<file path="src/rtl/car_presence_if.sv">
// Presence-conditioner bus: raw loop level in, conditioned request and
// maintenance counters out.
interface car_presence_if #(
    parameter int CNT_W = 8
);
    logic             sensor_raw;
    logic             X;
    logic             lockout;
    logic             car_pulse;
    logic [CNT_W-1:0] car_count;

    modport master (
        output sensor_raw,
        input  X,
        input  lockout,
        input  car_pulse,
        input  car_count
    );

    modport slave (
        input  sensor_raw,
        output X,
        output lockout,
        output car_pulse,
        output car_count
    );
endinterface

</file>
<file path="src/rtl/car_presence_conditioner.sv">
// Turns the raw country-road loop level into a debounced, gap-extended,
// time-capped presence request X and counts vehicle arrivals.
//
// state    | meaning
// IDLE     | no vehicle, X low, waiting for debounced presence
// ON       | vehicle present, X high
// HOLD     | presence dropped, X held high to bridge short gaps
// LOCKOUT  | X forced low after a continuous request hit the cap
module car_presence_conditioner #(
    parameter int DEB_CYCLES     = 3,
    parameter int HOLD_CYCLES    = 4,
    parameter int MAX_ON         = 16,
    parameter int LOCKOUT_CYCLES = 8,
    parameter int CNT_W          = 8
) (
    input  logic          clock,
    input  logic          clear,
    car_presence_if.slave bus
);

    localparam int MC_W   = $clog2(DEB_CYCLES + 1);
    localparam int ON_W   = $clog2(MAX_ON);
    localparam int HOLD_W = $clog2(HOLD_CYCLES + 1);
    localparam int LK_W   = $clog2(LOCKOUT_CYCLES + 1);

    localparam logic [MC_W-1:0]   MC_LAST   = MC_W'(DEB_CYCLES - 1);
    localparam logic [ON_W-1:0]   ON_LAST   = ON_W'(MAX_ON - 1);
    localparam logic [HOLD_W-1:0] HOLD_LAST = HOLD_W'(HOLD_CYCLES - 1);
    localparam logic [LK_W-1:0]   LK_LAST   = LK_W'(LOCKOUT_CYCLES - 1);

    typedef enum logic [1:0] {
        ST_IDLE    = 2'd0,
        ST_ON      = 2'd1,
        ST_HOLD    = 2'd2,
        ST_LOCKOUT = 2'd3
    } state_t;

    logic             s1_q, s1_d;
    logic             s2_q, s2_d;
    logic             det_q, det_d;
    logic [MC_W-1:0]  mc_q, mc_d;
    state_t           state_q, state_d;
    logic [ON_W-1:0]  on_cnt_q, on_cnt_d;
    logic [HOLD_W-1:0] hold_cnt_q, hold_cnt_d;
    logic [LK_W-1:0]  lk_cnt_q, lk_cnt_d;
    logic             car_pulse_q, car_pulse_d;
    logic [CNT_W-1:0] car_count_q, car_count_d;

    always_ff @(posedge clock) begin
        if (clear) begin
            s1_q        <= 1'b0;
            s2_q        <= 1'b0;
            det_q       <= 1'b0;
            mc_q        <= '0;
            state_q     <= ST_IDLE;
            on_cnt_q    <= '0;
            hold_cnt_q  <= '0;
            lk_cnt_q    <= '0;
            car_pulse_q <= 1'b0;
            car_count_q <= '0;
        end else begin
            s1_q        <= s1_d;
            s2_q        <= s2_d;
            det_q       <= det_d;
            mc_q        <= mc_d;
            state_q     <= state_d;
            on_cnt_q    <= on_cnt_d;
            hold_cnt_q  <= hold_cnt_d;
            lk_cnt_q    <= lk_cnt_d;
            car_pulse_q <= car_pulse_d;
            car_count_q <= car_count_d;
        end
    end

    // Two-flop synchroniser, then a level accepted only after DEB_CYCLES
    // consecutive disagreeing samples.
    always_comb begin
        s1_d  = bus.sensor_raw;
        s2_d  = s1_q;
        det_d = det_q;
        mc_d  = '0;
        if (s2_q != det_q) begin
            if (mc_q == MC_LAST) begin
                det_d = ~det_q;
            end else begin
                mc_d = mc_q + MC_W'(1);
            end
        end
    end

    always_comb begin
        state_d     = state_q;
        on_cnt_d    = on_cnt_q;
        hold_cnt_d  = hold_cnt_q;
        lk_cnt_d    = lk_cnt_q;
        car_pulse_d = 1'b0;
        car_count_d = car_count_q;
        case (state_q)
            ST_IDLE: begin
                if (det_q) begin
                    state_d     = ST_ON;
                    on_cnt_d    = '0;
                    car_pulse_d = 1'b1;
                    if (car_count_q != {CNT_W{1'b1}}) begin
                        car_count_d = car_count_q + CNT_W'(1);
                    end
                end
            end
            ST_ON: begin
                on_cnt_d = on_cnt_q + ON_W'(1);
                if (on_cnt_q == ON_LAST) begin
                    state_d  = ST_LOCKOUT;
                    lk_cnt_d = '0;
                end else if (!det_q) begin
                    state_d    = ST_HOLD;
                    hold_cnt_d = '0;
                end
            end
            ST_HOLD: begin
                // on_cnt keeps running so a bridged gap still counts toward the cap
                on_cnt_d   = on_cnt_q + ON_W'(1);
                hold_cnt_d = hold_cnt_q + HOLD_W'(1);
                if (on_cnt_q == ON_LAST) begin
                    state_d  = ST_LOCKOUT;
                    lk_cnt_d = '0;
                end else if (det_q) begin
                    state_d = ST_ON;
                end else if (hold_cnt_q == HOLD_LAST) begin
                    state_d = ST_IDLE;
                end
            end
            ST_LOCKOUT: begin
                lk_cnt_d = lk_cnt_q + LK_W'(1);
                if (lk_cnt_q == LK_LAST) begin
                    state_d  = det_q ? ST_ON : ST_IDLE;
                    on_cnt_d = '0;
                end
            end
            default: begin
                state_d = ST_IDLE;
            end
        endcase
    end

    assign bus.X         = (state_q == ST_ON) || (state_q == ST_HOLD);
    assign bus.lockout   = (state_q == ST_LOCKOUT);
    assign bus.car_pulse = car_pulse_q;
    assign bus.car_count = car_count_q;

endmodule

</file>
<file path="src/flat_wrapper.sv">
// flat-port wrapper written by rule: the top's interface ports become plain ports
module car_presence_conditioner_flat 
#(
    parameter int DEB_CYCLES     = 3,
    parameter int HOLD_CYCLES    = 4,
    parameter int MAX_ON         = 16,
    parameter int LOCKOUT_CYCLES = 8,
    parameter int CNT_W          = 8
)
  (clock, clear, bus_sensor_raw, bus_X, bus_lockout, bus_car_pulse, bus_car_count);
  car_presence_if #(.CNT_W(CNT_W)) bus_i ();
  input  logic clock;
  input  logic clear;
  input wire logic [$bits(bus_i.sensor_raw)-1:0] bus_sensor_raw;
  output wire logic [$bits(bus_i.X)-1:0] bus_X;
  output wire logic [$bits(bus_i.lockout)-1:0] bus_lockout;
  output wire logic [$bits(bus_i.car_pulse)-1:0] bus_car_pulse;
  output wire logic [$bits(bus_i.car_count)-1:0] bus_car_count;
  assign bus_i.sensor_raw = bus_sensor_raw;
  assign bus_X = bus_i.X;
  assign bus_lockout = bus_i.lockout;
  assign bus_car_pulse = bus_i.car_pulse;
  assign bus_car_count = bus_i.car_count;
  car_presence_conditioner #(.DEB_CYCLES(DEB_CYCLES), .HOLD_CYCLES(HOLD_CYCLES), .MAX_ON(MAX_ON), .LOCKOUT_CYCLES(LOCKOUT_CYCLES), .CNT_W(CNT_W)) u_core (.clock(clock), .clear(clear), .bus(bus_i));
endmodule
</file>
<file path="config.mk">
export PLATFORM = sky130hd
export DESIGN_NAME = car_presence_conditioner_flat
export DESIGN_NICKNAME = d
export VERILOG_FILES = /design/src/rtl/car_presence_if.sv /design/src/rtl/car_presence_conditioner.sv /design/src/flat_wrapper.sv
export SDC_FILE = /design/constraint.sdc
export NUM_CORES = 1
export LEC_CHECK = 0
export CAP_MARGIN = 40
export CORE_ASPECT_RATIO = 0.6
export CORE_MARGIN = 5
export CORE_UTILIZATION = 26
export CTS_CLUSTER_DIAMETER = 150
export CTS_CLUSTER_SIZE = 10
export DETAILED_ROUTE_END_ITERATION = 16
export PLACE_DENSITY = 0.51
export SYNTH_ARGS = -nofsm -noshare
export SYNTH_HDL_FRONTEND = slang
export SYNTH_SLANG_ARGS = --single-unit
</file>
<file path="constraint.sdc">
create_clock -name clock -period 2.5 [get_ports clock]
set_input_delay 0.375 -clock clock [delete_from_list [all_inputs] [get_ports clock]]
set_output_delay 0.375 -clock clock [all_outputs]
set_load 0.05 [all_outputs]
</file>
# [Yosys cells after proc, flatten, opt, wreduce, memory -nomap -nowiden]
# Cells that the tools add are included.
[totals] register_bits=27 latch_bits=0 mem_bits_rw=0 mem_bits_ro=0 inputBits=3 output_inout_bits=11 elab_cells=65 n_memories=0
[op_classes] addsub=5 mul=0 n_div=0 magnitude_cmp=0 n_eq_ne=16 shifts=0 mux=18 bitwise_logic=3 reduce_logical=13
[op_table] cell="$mux 2" n=7
[op_table] cell="$mux 4" n=3
[op_table] cell="$pmux 4 s3" n=1
[op_table] cell="$add 4x1->4 const B" n=2
[op_table] cell="$add 8x1->8 const B" n=1
[op_table] cell="$ne 8x8->1 const B" n=1
[op_table] cell="$pmux 2 s4" n=1
[op_table] cell="$pmux 4 s2" n=1
[op_table] cell="$eq 2x2->1 const B" n=3
[op_table] cell="$mux 3" n=2
[op_table] cell="$ne 2x1->1 const B" n=3
[op_table] cell="$pmux 3 s2" n=1
[op_table] cell="$reduce_and 2->1" n=3
[op_table] cell="$reduce_and 3->1" n=2
[op_table] cell="$eq 4x3->1 const B" n=1
[op_table] cell="$eq 4x4->1 const B" n=1
[op_table] cell="$ne 2x2->1 const B" n=2
[op_table] cell="$ne 4x1->1 const B" n=1
[op_table] cell="$reduce_and 4->1" n=1
[op_table] cell="$reduce_bool 2->1" n=2
[op_table] cell="$reduce_or 2->1" n=2
[op_table] cell="$add 3x1->3 const B" n=1
[op_table] cell="$eq 3x2->1 const B" n=1
[op_table] cell="$ne 3x3->1 const B" n=1
[op_table] cell="8 further kinds" n=11

# [Longest topological paths before layout]
[depth] depth_word=5 depth_mapped=7 mapped_depth_nobuf=6

# [Least setup slack after synthesis]
# No wires, ideal clock.
[synth_path] kind="reg2reg" from="reg u_core.state_q[0]" to="reg u_core.hold_cnt_q[0]" setup_ps=71 t_arrival_ps=1959 required_ps=2429 setup_slack_ps=470 stages_incl_launch_ff=7 path_buffers=1 synth_period_minus_slack_ps=2030 cell_sequence="dfxtp_1 -> inv_1 -> ha_1 -> buf_2 -> o21ai_1 -> or3b_2 -> a21oi_1"
[synth_between] elab_chain_cells=3 word_cells_on_any_way=7 cone_classes="eq/ne: 4; mux: 1; reduce/logical: 2"
[synth_lines] item="start, declared" line_no="car_presence_conditioner.sv:42" text="state_t state_q, state_d;"
[synth_lines] item="start signal, assigned" line_no="car_presence_conditioner.sv:66" text="state_q <= state_d;"
[synth_lines] item="$eq 2x1->1 or $eq 2x2->1 (tied branches)" line_no="car_presence_conditioner.sv:98" text="case (state_q)"
[synth_lines] item="$ne 2x2->1 (no line) or $reduce_bool 2->1 (tied branches)"
[synth_lines] item="$reduce_and 3->1 (no line)"
[synth_lines] item="end signal, assigned" line_no="car_presence_conditioner.sv:68" text="hold_cnt_q <= hold_cnt_d;"
[synth_lines] item="end, declared" line_no="car_presence_conditioner.sv:44" text="logic [HOLD_W-1:0] hold_cnt_q, hold_cnt_d;"
# Several ways; a longest one is shown, not always the timed one.
# A chain may end at the register's enable or synchronous reset.

# [Worst setup path in the final report]
[layout_path] from="reg u_core.state_q[1]" to="out bus_lockout"
[layout_between] elab_chain_cells=1
[layout_lines] item="$eq 2x2->1" line_no="car_presence_conditioner.sv:146" text="assign bus.lockout = (state_q == ST_LOCKOUT);"
[layout_lines] item="end, declared" line_no="flat_wrapper.sv:16" text="output wire logic [$bits(bus_i.lockout)-1:0] bus_lockout;"
# Every way passes these cells.

==> flow_summary.toml <==
[finish]
layout.filler_cells = 550
antennaDiodeCount = 0
multi_input_area_um2 = 766
net_count_of_the_finished_layout = 182
drive_above_1_share_pct = 5.99
register_area_um2 = 541
layout-area-overhead-vs-synth_pct = 18.1

[worst_setup_path]
reg2reg_slack_ns = 0.60
required_ns = 2.12
crit_path_max_incr_delay_ns = 0.86
data_arrival_time_of_the_critical_path_ns = 1.85
crit_path_end_kind = "output port"
critical-path-slowest-cell = "sky130_fd_sc_hd__clkdlybuf4s50_1"
critical_path_class = "reg2out"
critical_path.top_delay_family = "buffers and inverters"
critPathBufInv = 1
setup.worst_path.start_class = "register"
worstPathCellList = "ha_1 -> clkdlybuf4s50_1"
crit_path_max_fanout = 9

[clock_network]
post_cts_resized = 0
cts.repair_timing.setup_buffer_count = 0
clk_root_buffer_cell = "sky130_fd_sc_hd__clkbuf_8"
cts_buffer_depth = 2
cts_tree = "built"
numCtsBuffers = 3
clk-insertion-delay-late_ns = 0.27
cts_num_sinks = 27
htreeDepth = 1
worst_setup_hold_path_clk_slew_ns = 0.09
holdBufCountCts = 0

[synth]
synthesis.area_um2 = 1350
netlist_instances = 153
synth-seq-area-share_pct = 39.9
synthDistinctLibCells = 40
postSynthAreaPerCell_um2 = 8.85
ys_seq_elements = 27
yosys_most_used_dff = "sky130_fd_sc_hd__dfxtp_1"
total_of_warnings_raised_by_yosys = 0
synth-edff-count = 0
synth_fp_nets = 167
async_flop_share_pct = 0

[timing]
final-setup-viol-count = 0
rsz_0062_raised_after_global_routing = "false"
finalHoldViolations = 0
final.min_clock_period_ns = 2.23
hold_slack_final_ns = 0.416
slew_violations = 0
worst-slew-pin-transition_ns = 0.554
max_freq_ghz = 0.449
final_setup_skew_ns = 0.00674
totalNegativeSetupSlack_ns = 0
max_slew_margin_pct = 62.6
period_utilisation_layout_pct = 89.1

[grt]
grt_first_pass_wirelength_mm = 5.28
overflow_left_after_global_routing = 0
grt_use_total_pct = 9.77
grt_pass1_vias = 1082
grt_antenna_before_repair = 0
grt_max_degree = 15

[detailed_routing]
drt_pass1_iterations = 4
via_count = 1123
drt_drc_violations_left = 0
remaining_antenna_violation_count = 0
routed_wirelength_mm = 2.98
first_iter_violations = 95
avgViaCountPerCell = 4.82
detail_route.wl_per_cell_um = 12.8

[die]
die_area_um2 = 6800
design.core.area_um2 = 5050
fp.dieW_um = 103
initial_utilization_pct = 26.8
io_pins = 14
std_cell_rows = 20
fp.dieH_um = 65.9

[hold_path]
worstHoldPathType = "reg2reg"

[pwr]
power_per_cell_area_nw_per_um2 = 589
power_leakage_nw = 0.571
vdd_drop_max_mv = 0.229

[run]
drv_cap = 0

[place]
final_wtd_congestion = 0.750
dp.final_hpwl_mm = 2.21
number_of_buffer_cells_added_on_primary_ports = 13

[run_status]
status = "finished, final reports clean"
-- cell usage after synthesis, drive strengths merged (2+ instances only) --
library cell  number  area share [%]
a211oi             4             2.2
a21oi             14             5.2
a31oi              3             1.4
and2               2            0.92
and3               6             2.8
buf                3             1.3
clkbuf             2            0.55
dfxtp             27              40
ha                11              10
inv                6             1.7
mux2i              5             3.7
nand2              8             2.2
nand2b             2            0.92
nand3              5             1.8
nand3b             2             1.1
nand4              3             1.4
nor2              14             3.9
nor2b              5             2.3
o21ai              8             3.0
or3                3             1.4
or3b               2             1.3
xnor2              2             1.3
-- state kept, by name, indices dropped and copies added (netlist names) --
name	count
u_core.on_cnt_q	4
u_core.s2_q	1
u_core.bus.car_pulse	1
u_core.det_q	1
u_core.mc_q	2
u_core.state_q	2
u_core.hold_cnt_q	3
u_core.lk_cnt_q	4
u_core.s1_q	1
u_core.bus.car_count	8
-- power by group --
part | internal, mW | switching, mW | leakage (nW)
sequential | 0.443 | 0.0105 | 0.218
clock | 0.114 | 0.136 | 0.0228
combinational | 0.0761 | 0.162 | 0.330
total | 0.634 | 0.308 | 0.571
-- worst reg2reg max path: cells and delay by family (launching register included) --
family	cells	cell delay, ns
simple gates	1	0.50
fa+ha+maj	1	0.50
buf+inv	1	0.11
compound gates	2	0.35
flops	1	0.38
-- path summary, 6_finish.rpt --
kind                      from                   end  depth (start not counted)
min             u_core.mc_q[0]        u_core.mc_q[0]                          1
max reg2reg  u_core.state_q[1]  u_core.hold_cnt_q[0]                          5
min reg2reg     u_core.mc_q[0]        u_core.mc_q[0]                          1
max          u_core.state_q[1]           bus_lockout                          2
-- metrics by stage --
step                instances  setup WS [ns]  cell area (µm²)  util (%)  power (mW)
global placement          229          0.588             1550      30.7       0.705
floorplan                 153          0.470             1350         -       0.641
CTS                       233          0.244             1600      31.6       0.957
finish                    233          0.272             1600      31.6       0.942
global route              233          0.183             1600      31.6       0.997
detailed placement        229          0.558             1550      30.7       0.698
-- layout make-up --
| cell class | count | area share [%] |
|---|---|---|
| multi-input cells | 115 | 47.9 |
| flip-flops and latches | 27 | 33.8 |
| repair buffers | 15 | 8.92 |
| well taps | 66 | 5.16 |
| clock buffers | 4 | 2.82 |
| inverters | 6 | 1.41 |
-- placed cells by master, fill, tap and decap left out, drive strengths merged, types with 2 or more instances in the layout --
master	Yosys	layout
nand4	3	3
nor2	14	14
and2	2	2
or3b	2	2
ha	11	11
clkdlybuf4s50	0	12
nand2	8	8
mux2i	5	5
clkbuf	2	4
or3	3	3
inv	6	6
and3	6	6
a211oi	4	4
a31oi	3	3
o21ai	8	8
a21oi	14	14
xnor2	2	2
nor2b	5	5
buf	3	3
nand3	5	5
nand3b	2	2
dfxtp	27	27
nand2b	2	2
-- layer usage --
metal  up-vias  track usage [%]  part of all wire, %
li1        589                -                    -
met1       516             14.6                   58
met2        16             13.3                   37
met3         2             3.37                  4.1
met4         0             1.94                 0.37
met5         -                0                    0
-- cell families after synthesis --
| logic type | after synthesis | share of synthesized area, % |
|---|---|---|
| AOI/OAI and AO/OA | 39 | 17.7 |
| xor gates and xnor gates | 2 | 1.29 |
| adders and majority gates | 11 | 10.2 |
| buffers and inverters | 11 | 3.51 |
| DFF | 27 | 39.9 |
| muxes | 6 | 4.53 |
| and+or+nand+nor | 57 | 22.8 |
No activity file was read; power rests on OpenSTA's default activity.
